--- src/rtl/rv_wb_pkg.sv ---
// Shared widths and the writeback request type for the register-file write port.
package rv_wb_pkg;

    localparam int XLEN   = 32;
    localparam int NREG   = 32;
    localparam int REG_AW = 5;

    // One writeback request as presented by a requester.
    typedef struct packed {
        logic [REG_AW-1:0] rd;
        logic [XLEN-1:0]   data;
    } wb_req_t;

endpackage

--- src/rtl/wb_scoreboard.sv ---
// Per-register busy scoreboard: issue sets a bit, the RF write clears it.
// Bit 0 never goes busy because x0 is hard-wired zero.
module wb_scoreboard
    import rv_wb_pkg::*;
#(
    parameter int NUM_REGS = NREG
) (
    input  logic              clk,
    input  logic              rst_n,
    input  logic              set_en,
    input  logic [REG_AW-1:0] set_rd,
    input  logic              clr_en,
    input  logic [REG_AW-1:0] clr_rd,
    input  logic [REG_AW-1:0] rd_a,
    input  logic [REG_AW-1:0] rd_b,
    input  logic [REG_AW-1:0] rd_c,
    output logic              busy_a,
    output logic              busy_b,
    output logic              busy_c
);

    logic [NUM_REGS-1:0] busy;

    // Clear first, then set, so a new producer issued on the retire edge keeps the bit.
    always_ff @(posedge clk) begin
        if (!rst_n) begin
            busy <= '0;
        end else begin
            if (clr_en) busy[clr_rd] <= 1'b0;
            if (set_en) busy[set_rd] <= 1'b1;
            busy[0] <= 1'b0;
        end
    end

    assign busy_a = busy[rd_a];
    assign busy_b = busy[rd_b];
    assign busy_c = busy[rd_c];

endmodule

--- src/rtl/regfile_wb_arbiter.sv ---
// Arbitrates the single register-file write port between the ALU (req0) and the
// long-latency load/mul unit (req1), and tracks pending writes for hazard stalls.
module regfile_wb_arbiter
    import rv_wb_pkg::REG_AW;
#(
    parameter int XLEN     = rv_wb_pkg::XLEN,
    parameter int NREG     = rv_wb_pkg::NREG,
    parameter int MAX_WAIT = 4
) (
    input  logic              clk,
    input  logic              rst_n,
    input  logic              req0_valid,
    output logic              req0_ready,
    input  logic [REG_AW-1:0] req0_rd,
    input  logic [XLEN-1:0]   req0_data,
    input  logic              req1_valid,
    output logic              req1_ready,
    input  logic [REG_AW-1:0] req1_rd,
    input  logic [XLEN-1:0]   req1_data,
    input  logic              iss_valid,
    input  logic [REG_AW-1:0] iss_rd,
    output logic              iss_stall,
    input  logic [REG_AW-1:0] rs1,
    input  logic [REG_AW-1:0] rs2,
    output logic              rs1_busy,
    output logic              rs2_busy,
    output logic              write_en,
    output logic [REG_AW-1:0] A3,
    output logic [XLEN-1:0]   write_data
);

    localparam int CW = $clog2(MAX_WAIT + 1);
    localparam logic [CW-1:0] MAX_CNT = CW'(MAX_WAIT);

    logic [CW-1:0]     starve_cnt;
    logic              starved;
    logic              grant0;
    logic              grant1;
    logic              any_grant;
    logic [REG_AW-1:0] sel_rd;
    logic [XLEN-1:0]   sel_data;
    logic              iss_busy;
    logic              iss_nonzero;
    logic              set_en;

    // req0 wins ties until req1 has lost MAX_WAIT times in a row.
    assign starved    = (starve_cnt == MAX_CNT);
    assign grant1     = req1_valid & (~req0_valid | starved);
    assign grant0     = req0_valid & ~grant1;
    assign any_grant  = grant0 | grant1;
    assign req0_ready = grant0;
    assign req1_ready = grant1;
    assign sel_rd     = grant1 ? req1_rd   : req0_rd;
    assign sel_data   = grant1 ? req1_data : req0_data;

    // Count consecutive lost arbitrations of req1; any break in the waiting resets it.
    always_ff @(posedge clk) begin
        if (!rst_n) begin
            starve_cnt <= '0;
        end else if (!req1_valid || grant1) begin
            starve_cnt <= '0;
        end else if (!starved) begin
            starve_cnt <= starve_cnt + 1'b1;
        end
    end

    // Register the granted request toward the RF; writes to x0 are swallowed here.
    always_ff @(posedge clk) begin
        if (!rst_n) begin
            write_en   <= 1'b0;
            A3         <= '0;
            write_data <= '0;
        end else begin
            write_en <= any_grant && (sel_rd != '0);
            if (any_grant) begin
                A3         <= sel_rd;
                write_data <= sel_data;
            end
        end
    end

    assign iss_nonzero = (iss_rd != '0);
    assign iss_stall   = iss_valid & iss_busy & iss_nonzero;
    assign set_en      = iss_valid & ~iss_busy & iss_nonzero;

    wb_scoreboard #(
        .NUM_REGS (NREG)
    ) u_scoreboard (
        .clk    (clk),
        .rst_n  (rst_n),
        .set_en (set_en),
        .set_rd (iss_rd),
        .clr_en (write_en),
        .clr_rd (A3),
        .rd_a   (rs1),
        .rd_b   (rs2),
        .rd_c   (iss_rd),
        .busy_a (rs1_busy),
        .busy_b (rs2_busy),
        .busy_c (iss_busy)
    );

endmodule

--- config.mk ---
export PLATFORM = sky130hd
export DESIGN_NAME = regfile_wb_arbiter
export DESIGN_NICKNAME = d
export VERILOG_FILES = /design/src/rtl/rv_wb_pkg.sv /design/src/rtl/wb_scoreboard.sv /design/src/rtl/regfile_wb_arbiter.sv
export SDC_FILE = /design/constraint.sdc
export NUM_CORES = 1
export LEC_CHECK = 0
export BUFFER_PORTS_ARGS = -buffer_cell sky130_fd_sc_hd__buf_2
export CORE_MARGIN = 2
export CORE_UTILIZATION = 52
export CTS_BUF_LIST = sky130_fd_sc_hd__clkbuf_8
export CTS_CLUSTER_DIAMETER = 150
export CTS_CLUSTER_SIZE = 24
export DETAILED_ROUTE_END_ITERATION = 10
export GPL_TIMING_DRIVEN = 1
export PLACE_DENSITY = 0.93
export SLEW_MARGIN = 20
export SYNTH_ARGS = -nofsm -noshare
export SYNTH_HDL_FRONTEND = slang
export SYNTH_HIERARCHICAL = 1
export SYNTH_SLANG_ARGS = --single-unit
--- constraint.sdc ---
create_clock -name clk -period 2.85 [get_ports clk]
set_input_delay 0.4275 -clock clk [delete_from_list [all_inputs] [get_ports clk]]
set_output_delay 0.4275 -clock clk [all_outputs]
set_load 0.01 [all_outputs]
=== Yosys cells after proc, flatten, opt, wreduce, memory -nomap -nowiden ===
Cells that the tools add are included.

* Word-level logic and storage cells: 52
* Output and inout bits: 43
* Flip-flop bits (word level): 73
* Input port bits: 94

* Bitwise operators: 15
* Eq/ne operators: 1
* Muxes and demuxes: 15
* Order comparisons: 6
* Reduce and logical (&&, ||, !) cells: 8
* Add/sub/neg operators: 1

{| class="wikitable"
|+ Operator list
! operator !! count
|-
| 32-bit two-way mux || 4
|-
| 32-bit AND || 1
|-
| 32-bit NOT || 1
|-
| 32-bit OR || 1
|-
| 5-bit by 6-bit less-than comparator with 1-bit output, second input constant || 4
|-
| 1-bit binary-select mux with 5-bit select || 3
|-
| 1-bit demux with 5-bit select || 2
|-
| 5-bit by 1-bit greater-or-equal comparator with 1-bit output, second input constant || 2
|-
| 5-bit nonzero test || 2
|-
| 1-bit AND || 6
|-
| 1-bit two-way mux || 5
|-
| 5-bit two-way mux || 1
|-
| 1-bit NOT || 4
|-
| 3-bit by 1-bit adder with 3-bit output, second input constant || 1
|-
| 3-bit == test, second input constant || 1
|-
| 1-bit logical AND || 3
|-
| 1-bit OR || 2
|-
| 2-bit OR reduction || 1
|-
| 1-bit logical NOT || 1
|-
| 1-bit logical OR || 1
|}

=== Longest topological paths before layout ===
Gate-level depths: netlist of run 1.

* Depth after elaboration: 10
* Mapped depth: 10

=== Cells and area by module ===
The synthesis of run 1 kept the hierarchy.

{| class="wikitable"
|+ By module, submodules not included
! module !! cells an instance !! area an instance (um^2) !! instances
|-
| wb_scoreboard || 265 || 2254.7 || 1
|-
| regfile_wb_arbiter || 154 || 1735.4 || 1
|}

=== Worst setup path after synthesis of run 1 ===
Ideal clock, no wire load.

* Path type: input -> register
* Start point: in iss_rd[1]
* End point: reg u_scoreboard.busy[9]
* Stages on the path: 9
* Data required time: 2.780 ns
* Buffers on the path: 2
* Data arrival time: 2.079 ns
* Slack: 0.701 ns
* Cells stage by stage: buf_6 -> mux4_1 -> o2111ai_1 -> nand4_1 -> nor2_1 -> and3b_1 -> clkbuf_1 -> nand2_1 -> a21boi_1

* Cells in the longest elaborated chain, start to end: 6
* Elaborated cells on any way between the ends: 13
* Classes of those cells: 2 x order compare; 5 x mux; 4 x bitwise; 2 x reduce/logical

{| class="wikitable"
|+ Ends and longest elaborated chain
! element !! line !! text
|-
| start, declared || regfile_wb_arbiter.sv:21 || <nowiki>input logic [REG_AW-1:0] iss_rd,</nowiki>
|-
| 1-bit binary-select mux with 5-bit select || wb_scoreboard.sv:37 || <nowiki>assign busy_c = busy[rd_c];</nowiki>
|-
| 1-bit two-way mux (not written as such) || wb_scoreboard.sv:37 ||
|-
| via iss_busy || regfile_wb_arbiter.sv:42 || <nowiki>logic iss_busy;</nowiki>
|-
| 1-bit NOT || regfile_wb_arbiter.sv:84 || <nowiki>assign set_en = iss_valid & ~iss_busy & iss_nonzero;</nowiki>
|-
| 1-bit AND (2 in series) || regfile_wb_arbiter.sv:84 ||
|-
| via set_en || regfile_wb_arbiter.sv:44 || <nowiki>logic set_en;</nowiki>
|-
| 32-bit two-way mux || wb_scoreboard.sv:30 || <nowiki>if (set_en) busy[set_rd] <= 1'b1;</nowiki>
|-
| end signal, assigned || wb_scoreboard.sv:27 || <nowiki>busy <= '0;</nowiki>
|-
| end signal, assigned by index || wb_scoreboard.sv:29 || <nowiki>if (clr_en) busy[clr_rd] <= 1'b0;</nowiki>
|-
| end signal, assigned by index || wb_scoreboard.sv:30 ||
|-
| end, declared || wb_scoreboard.sv:22 || <nowiki>logic [NUM_REGS-1:0] busy;</nowiki>
|}

The timed path passes the listed nets, and every way through them passes these cells. The select of a mux whose other input is x is not followed.
A chain may end at the register's enable or synchronous reset.

=== Worst setup path after layout of run 1 ===
* Start point: in iss_rd[0]
* End point: reg u_scoreboard.busy[14]

Same word-level chain as after synthesis.

==> results by stage, run 1 <==
Timing:
- The clock arrives with 0.00264 ns of skew.
- At the pin with the least slew margin, the transition time is 0.669 ns.
- Setup violations remaining at the end of the flow were counted as 0.
- Adding up every negative setup slack in the final design gives 0 ns.
- Setup repair after global routing left no endpoint under its margin.
- The worst max-slew margin expressed relative to the limit is 55.4%.
- The share of the clock period used by the worst path after layout is 84.0%.
- The worst hold slack after final layout is 0.305 ns.
- Timing would allow up to 0.418 GHz.
- The shortest period the worst path allows is 2.39 ns.
- The number of hold-slack violations in the final timing report came to 0.
- The final count of pins violating max slew is 0.

Floorplan:
- The initialized floorplan defines 31 standard-cell rows.
- The core area is 7330 sq um.
- The count of boundary I/O pins is 137.
- The x dimension of the die is 91.6 microns.
- The die covers 8390 sq um.
- The initial core utilization is 54.4%.
- From bottom edge to top edge, the die measures 91.6 microns.

Clocking:
- The number of H-tree levels is 3.
- The clock transition at the register clock pins on the worst setup and hold paths after CTS is 0.07 ns.
- TritonCTS built the clock tree.
- The number of buffers inserted during clock tree synthesis is 9.
- CTS saw 72 sinks.
- Gates resized during post-CTS repair numbered 0.
- No sink is reached through more buffers than the 2 on the longest clock path.
- The cell at the root of the clock tree is clkbuf_8.
- The clock reaches the later pin of the worst-skew pair after 0.34 ns.
- Buffers added to address setup during post-CTS repair amount to 0.
- The count of hold-fix buffers inserted at cts is 0.

Drt:
- The number of iterations in the first detailed-routing pass is 5.
- The number of DRC violations after detailed routing is 0.
- For this block, the via count after detailed routing is 3942.
- The detail route stage leaves a number of antenna-violating nets equal to 0.
- The routed wirelength normalized by instance count is 17.7 microns.
- After detailed routing, the total wire length is 11400 microns.
- The DRC violation total after the first TritonRoute iteration is 313.
- Dividing the detail-routed via count by the number of cells gives 6.11.

Logic synthesis:
- The average cell area after synthesis is 9.52 sq um.
- Yosys printed 6 warnings.
- The number of different library cells used by synthesis comes to 42.
- In this run the biggest area consumer among cell types represents 36.1% of the synthesized area.
- The cell count after synthesis came out at 419.
- The number of nets handed over by synthesis was 515.
- Yosys attributes the largest share of cell area to dfxtp_1 36%, a221o_2 9.9%, mux2i_1 7.0%.
- The synthesized area is 3990 sq um.
- In this run, synthesis produced a sequential element count of 72.
- Sequential cells were found to cover 36.1% of the synthesized design area.
- Summed over all instances, the cell type with the most area after synthesis is dfxtp_1.

Placed design:
- The HPWL reported at the end of detailed placement is 8610 microns.
- In this run the tool buffered the top-level ports with 136 buffer cells.
- The final estimated routing congestion in global placement is 0.903.

Critical path:
- The critical path goes through buf_2 -> mux4_2 -> nand2b_1 -> o211ai_1 -> nand4_1 -> nor2_1 -> nand2_1 -> nor2_1 -> nand2_1 -> a21boi_0.
- The slowest stage of the critical path belongs to the cell mux4_2.
- Data arrives at the worst endpoint at 2.65 ns.
- The setup check on the worst reg-to-reg path leaves a slack of 0.47 ns.
- The largest fanout of any net on the critical path is 12.
- The number of buffers and inverters on the critical path is 1.
- For the worst setup path, the data required time is 3.10 ns.
- Grouping stages by cell kind, the critical path spends the most delay in simple AND/OR/NAND/NOR gates.
- The worst setup path is captured at a register.
- On the worst path, the slowest cell contributes a delay of 0.53 ns.
- The worst setup path is of the input port to register kind.
- The startpoint type of the worst setup path is an input port.

Global route:
- met2 is the most crowded layer.
- The met1 track demand over resource is 32.1%.
- Global routing consumed, on the met3 layer, 5.39% of the routing resources.
- The wire length of the first global-routing pass is 18200 microns.
- Global routing consumed, on the met2 layer, 46.2% of the routing resources.
- The number of global-route vias before repair came to 3870.
- Entering global routing, the biggest net connects 38 pins.
- The number of antenna violations at the first check in global routing came to 0.
- The global-route total usage across every layer is 27.1%.
- The final global-route overflow total is 0.

Power:
- Of the total power, registers draw 50.3%.
- The internal power of the cells totals 1.60 mW.
- In this run the static leakage power is 2.12 nW.
- The maximum resistive drop on vdd is 347 uV.
- The power spent charging and discharging nets is 0.560 mW.
- Net switching is 26.0% of the power.
- In this run the power density over the cells is 449 nW/um^2.
- The clock network accounts for 32.9% of the total power.
- Per report_power, the combinational group accounts for 16.9% of the total.

Status:
- The run finished with clean final reports.

Job:
- The count of max-cap constraint violations is 0.

Final layout:
- The layout has 573 filler cells.
- The number of antenna repair diodes is 0.
- The fraction of layout instances using a drive strength above 1 is 36.1%.
- Relative to the synthesized area, the layout overhead comes to 20.4%.
- The final net count is 639.
- The share of the core filled with cells is 65.5%.

Hold path:
- In this run the worst hold path is classified as input port to register.
synthesized netlist by cell type, drive strengths merged:
cell type  number
a22oi           6
a211oi          3
nor3            1
mux2i          28
o2111ai         3
nand2b          6
nand3b          5
or4             3
nor3b           5
and2b           3
nor2           14
and2           41
a21oi          10
dfxtp          72
and3b           3
o21ai          32
a21boi         32
inv             6
a221o          37
or3             1
mux4            9
or3b            2
nand4           3
nand3          16
and3            4
ha              2
o211ai          5
clkbuf         12
nor2b           3
nand2          38
buf            13
a21bo           1
metrics by stage:
step	total power, mW	cells	setup slack, ns	area, sq um
after CTS	2.16	645	0.518	4800
after global routing	2.24	645	0.261	4800
after global placement	1.45	631	0.349	4630
after floorplan	1.31	419	0.701	3990
after detailed placement	1.46	631	0.160	4630
final	2.16	645	0.456	4800
final cells by class:
| cell class | instances | area, sq um | share of cell area, % |
|---|---|---|---|
| Clock inverter | 2 | 7.51 | 0.156 |
| Tap cell | 99 | 124 | 2.58 |
| Multi-Input combinational cell | 316 | 2350 | 48.9 |
| Clock buffer | 12 | 165 | 3.44 |
| Inverter | 6 | 22.5 | 0.469 |
| Sequential cell | 72 | 1440 | 30.0 |
| Timing Repair Buffer | 138 | 696 | 14.5 |
power groups by stage:
stage / Combinational, mW / Clock (mW) / Sequential, mW
floorplan: 0.189 / 0 / 1.12
global placement: 0.346 / 0 / 1.10
detailed placement: 0.361 / 0 / 1.10
CTS: 0.361 / 0.715 / 1.08
global route: 0.391 / 0.763 / 1.09
finish: 0.364 / 0.709 / 1.08
registers in the layout, summed over array words and instances, names as in the netlist:
name	count
write_data	32
u_scoreboard/busy	31
A3	5
starve_cnt	3
write_en	1
cells in the final DEF, fill, tap and decap left out, types with 2 or more instances in the layout:
cell | synthesis | routed
a211oi_1 | 3 | 3
a21boi_0 | 4 | 4
a21boi_1 | 28 | 28
a21oi_1 | 10 | 10
a221o_1 | 2 | 2
a221o_2 | 35 | 35
a22oi_1 | 6 | 6
and2_1 | 39 | 39
and2_2 | 2 | 2
and2b_1 | 3 | 3
and3_1 | 3 | 3
and3b_1 | 3 | 3
buf_2 | 3 | 136
buf_4 | 0 | 2
clkbuf_8 | 0 | 12
dfxtp_1 | 72 | 72
ha_1 | 2 | 2
inv_1 | 6 | 8
mux2i_1 | 28 | 28
mux4_1 | 3 | 3
mux4_2 | 6 | 6
nand2_1 | 38 | 38
nand2b_1 | 6 | 6
nand3_1 | 16 | 16
nand3b_1 | 5 | 5
nand4_1 | 3 | 3
nor2_1 | 14 | 14
nor2b_1 | 3 | 3
nor3b_1 | 4 | 3
nor3b_2 | 1 | 2
o2111ai_1 | 3 | 3
o211ai_1 | 5 | 5
o21ai_0 | 28 | 28
o21ai_1 | 4 | 4
or3b_1 | 2 | 2
or4_1 | 3 | 3
logic make-up after synthesis:
family | synth area share [%]
mux | 12.4
buf+inv | 5.21
simple gates | 20.4
compound gates | 25.2
flops | 36.1
fa+ha+maj | 0.627
worst reg2reg max path: stages (launching register included):
cell      delay [ns]
dfxtp_1         0.35
mux4_2          0.48
nand2b_1        0.17
o211ai_1        0.13
nand4_1         0.17
nor2_1          0.22
nand2_1         0.07
nor2_1          0.41
nand2_1         0.10
a21boi_0        0.20
metal layers:
layer  routed length, microns  up-vias
met5                        0        -
met4                      424        0
met3                     1010       36
met2                     5540      234
met1                     4450     1850
li1                         -     1822
worst paths after layout:
path              cells past startpoint               endpoint                  start
setup / recovery                     10  u_scoreboard/busy[14]              iss_rd[0]
hold / removal                        2         write_data[28]          req0_data[28]
hold reg to reg                       2  u_scoreboard/busy[15]  u_scoreboard/busy[15]
setup reg to reg                      9  u_scoreboard/busy[14]   u_scoreboard/busy[7]
Note: power is estimated with default switching activity, not from simulation.
==> inputs of run 2 (changes only) <==
==> constraint.sdc (replaced) <==
create_clock -name clk -period 2.4 [get_ports clk]
set_input_delay 0.36 -clock clk [delete_from_list [all_inputs] [get_ports clk]]
set_output_delay 0.36 -clock clk [all_outputs]
set_load 0.01 [all_outputs]
==> results by stage, run 2 (same netlist as run 1, synthesis figures left out) <==
Clocking:
- The clock transition at the register clock pins on the worst setup and hold paths after CTS came to 0.07 ns (about the same).
- The number of H-tree levels is 3 (unchanged).
- The TritonCTS clock tree is done (unchanged).
- The total setup buffers inserted after CTS is 0 (unchanged).
- The count of hold-fix buffers inserted at cts came to 0 (unchanged).
- The clock latency at the later pin of the worst-skew pair is 0.34 ns (about the same).
- The number of buffers inserted during clock tree synthesis is 9 (unchanged).
- The cell at the root of the clock tree is clkbuf_8 (unchanged).
- The largest buffer count on any clock path is 2 (unchanged).
- The number of gates resized after cts came to 0 (unchanged).
- The TritonCTS sink count is 72 (unchanged).

Critical path:
- The largest fanout of any net on the critical path was 4 (was 12).
- The reg-to-reg critical path startpoint is u_scoreboard/busy[7] (unchanged).
- The type of destination of the critical path is an output port (was register).
- The startpoint type of the worst setup path is a register (was input port).
- The critical path arrival is 1.85 ns (was 2.65 ns).
- The path depth of the worst reg2reg path came to 8 (was 9).
- The reg-to-reg setup timing slack is 0.25 ns (was 0.47 ns).
- The data required time at the worst endpoint is 2.04 ns (was 3.10 ns).
- The endpoint of the lowest-slack register-to-register path is u_scoreboard/busy[28] (was u_scoreboard/busy[14]).
- The critical setup path kind is register to output port (was input port to register).

Final layout:
- The fraction of layout instances using a drive strength above 1 is 37.0% (was 36.1%).
- The area of all placed cells without fillers is 4860 sq um (was 4800 sq um).
- The number of flip-flops under the largest register name was 32 (unchanged).
- The area added between synthesis and finish is 21.8% (was 20.4%).
- Leading registers by flop count: write_data (32), u_scoreboard/busy (31), A3 (5) (unchanged).
- The most common cell after layout, fill and taps aside is buf_2 (unchanged).
- The register with the most flip-flops is write_data (unchanged).
- The final net count is 642 (was 639).
- The number of antenna repair diodes is 0 (unchanged).
- Commonest cells after routing, fill and taps aside: 136 x buf_2, 72 x dfxtp_1, 39 x and2_1 (unchanged).

Drt:
- The overall routed net length is 11800 microns (was 11400 microns).
- The routed wirelength normalized by instance count is 18.1 microns (was 17.7 microns).
- The number of iterations in the first detailed-routing pass is 5 (unchanged).
- The total number of vias is 3957 (was 3942).
- The DRC violation total after the first TritonRoute iteration is 318 (was 313).
- The via density per instance is 6.09 (was 6.11).
- The post-route antenna net violation count is 0 (unchanged).
- The number of DRC violations after detailed routing came to 0 (unchanged).

Power:
- The power per unit of standard cell area is 552 nW/um^2 (was 449 nW/um^2).
- The reported leakage power is 2.16 nW (was 2.12 nW).
- The post-layout total power is 2.68 mW (was 2.16 mW).
- The maximum resistive drop on vdd is 413 uV (was 347 uV).

Hold path:
- The end point of the worst hold path is write_data[26] (was write_data[28]).
- The type of the most critical hold path is input port to register (unchanged).
- The number of cells on the worst hold path is 2 (unchanged).
- The beginning of the worst hold path is req1_data[26] (was req0_data[28]).

Job:
- The count of max-cap constraint violations was 0 (unchanged).

Timing:
- RSZ-0062 raised after global routing: no (unchanged).
- The worst hold slack after final layout is 0.244 ns (was 0.305 ns).
- The count of final setup violators is 0 (unchanged).
- The clock skew came to 0.0104 ns (was 0.00264 ns).
- The final count of pins violating max slew came to 0 (unchanged).
- The shortest period the worst path allows is 2.21 ns.
- The worst max-slew margin expressed relative to the limit is 55.0% (was 55.4%).
- The summed negative setup slack over all endpoints is 0 ns (unchanged).
- The slew at the pin with the worst max-slew slack came to 0.675 ns (was 0.669 ns).
- The upper clock frequency limit is 0.453 GHz.
- The share of the clock period used by the worst path after layout is 91.9%.
- The number of hold-slack violations in the final timing report is 0 (unchanged).

Placed design:
- The total placed instance area is 4650 sq um (was 4630 sq um).
- The final estimated routing congestion in global placement is 0.905 (was 0.903).
- The number of buffer cells added on primary ports came to 136 (unchanged).
- The HPWL reported at the end of detailed placement came to 8660 microns (was 8610 microns).

Floorplan:
- The x dimension of the die is 91.6 microns (unchanged).
- The die outline area came to 8390 sq um (unchanged).
- The initial core utilization was 54.4% (unchanged).
- The floorplan row count is 31 (unchanged).
- The core area was 7330 sq um (unchanged).
- The count of boundary I/O pins is 137 (unchanged).
- The vertical die dimension came to 91.6 microns (unchanged).

Global route:
- The wire length of the first global-routing pass came to 18500 microns (was 18200 microns).
- The global-route total usage across every layer is 27.7% (was 27.1%).
- The number of global-route vias before repair is 3809 (was 3870).
- The number of antenna violations at the first check in global routing is 0 (unchanged).
- The largest net degree at the start of global routing is 38 (unchanged).
- The final global-route overflow total is 0 (unchanged).

Status:
- Outcome: complete, no violations (unchanged).
## run 2: cell count changes in the layout (fill, tap and decap cells not counted), sizes merged
cell | before | now
buf | 138 | 141
bufinv | 0 | 1
clkbuf | 12 | 11
clkinv | 0 | 2
## run 2: how the worst max path moves through the flow
stage | start | to | slack, ns | depth (start not counted)
finish | u_scoreboard/busy[7] | iss_stall | 0.19 | 7
floorplan | iss_rd[1] | u_scoreboard/busy[9] | 0.32 | 9
global route | u_scoreboard/busy[7] | u_scoreboard/busy[22] | 0.04 | 10
detailed placement | iss_rd[0] | u_scoreboard/busy[24] | 0.02 | 9
global placement | iss_rd[0] | u_scoreboard/busy[4] | 0.15 | 9
CTS | u_scoreboard/busy[7] | u_scoreboard/busy[24] | 0.19 | 8
## run 2: where the power goes
part	switching, mW	total (mW)	internal [mW]	leakage, nW
Sequential	0.0420	1.29	1.25	0.590
Combinational	0.228	0.437	0.209	1.45
Clock	0.429	0.956	0.526	0.112
## run 2: layer usage
metal	share of wire, %	global-route usage, %
met4	2.7	11.6
met3	8.8	6.56
met1	40	33.0
met2	49	47.4
met5	0	0
## run 2: metrics by stage
stage / setup WS, ns / utilization (%) / instances
after global routing: 0.0386 / 66.3 / 650
after CTS: 0.186 / 66.2 / 650
after floorplan: 0.318 / - / 419
final: 0.193 / 66.3 / 650
after detailed placement: 0.0159 / 63.5 / 634
after global placement: 0.147 / 63.5 / 634
## run 2: worst max-delay path: stages, from the launching register on
cell,delay [ns]
dfxtp_1,0.35
mux4_2,0.48
nand2b_1,0.15
o211ai_1,0.12
nand4_1,0.14
inv_1,0.07
nor2_1,0.05
buf_2,0.15
## run 2: layout make-up
class	instances	area [sq um]
Clock buffer	11	151
Clock inverter	5	47.5
Fill cell	571	2470
Inverter	6	22.5
Multi-Input combinational cell	316	2350
Sequential cell	72	1440
Tap cell	99	124
Timing Repair Buffer	141	718
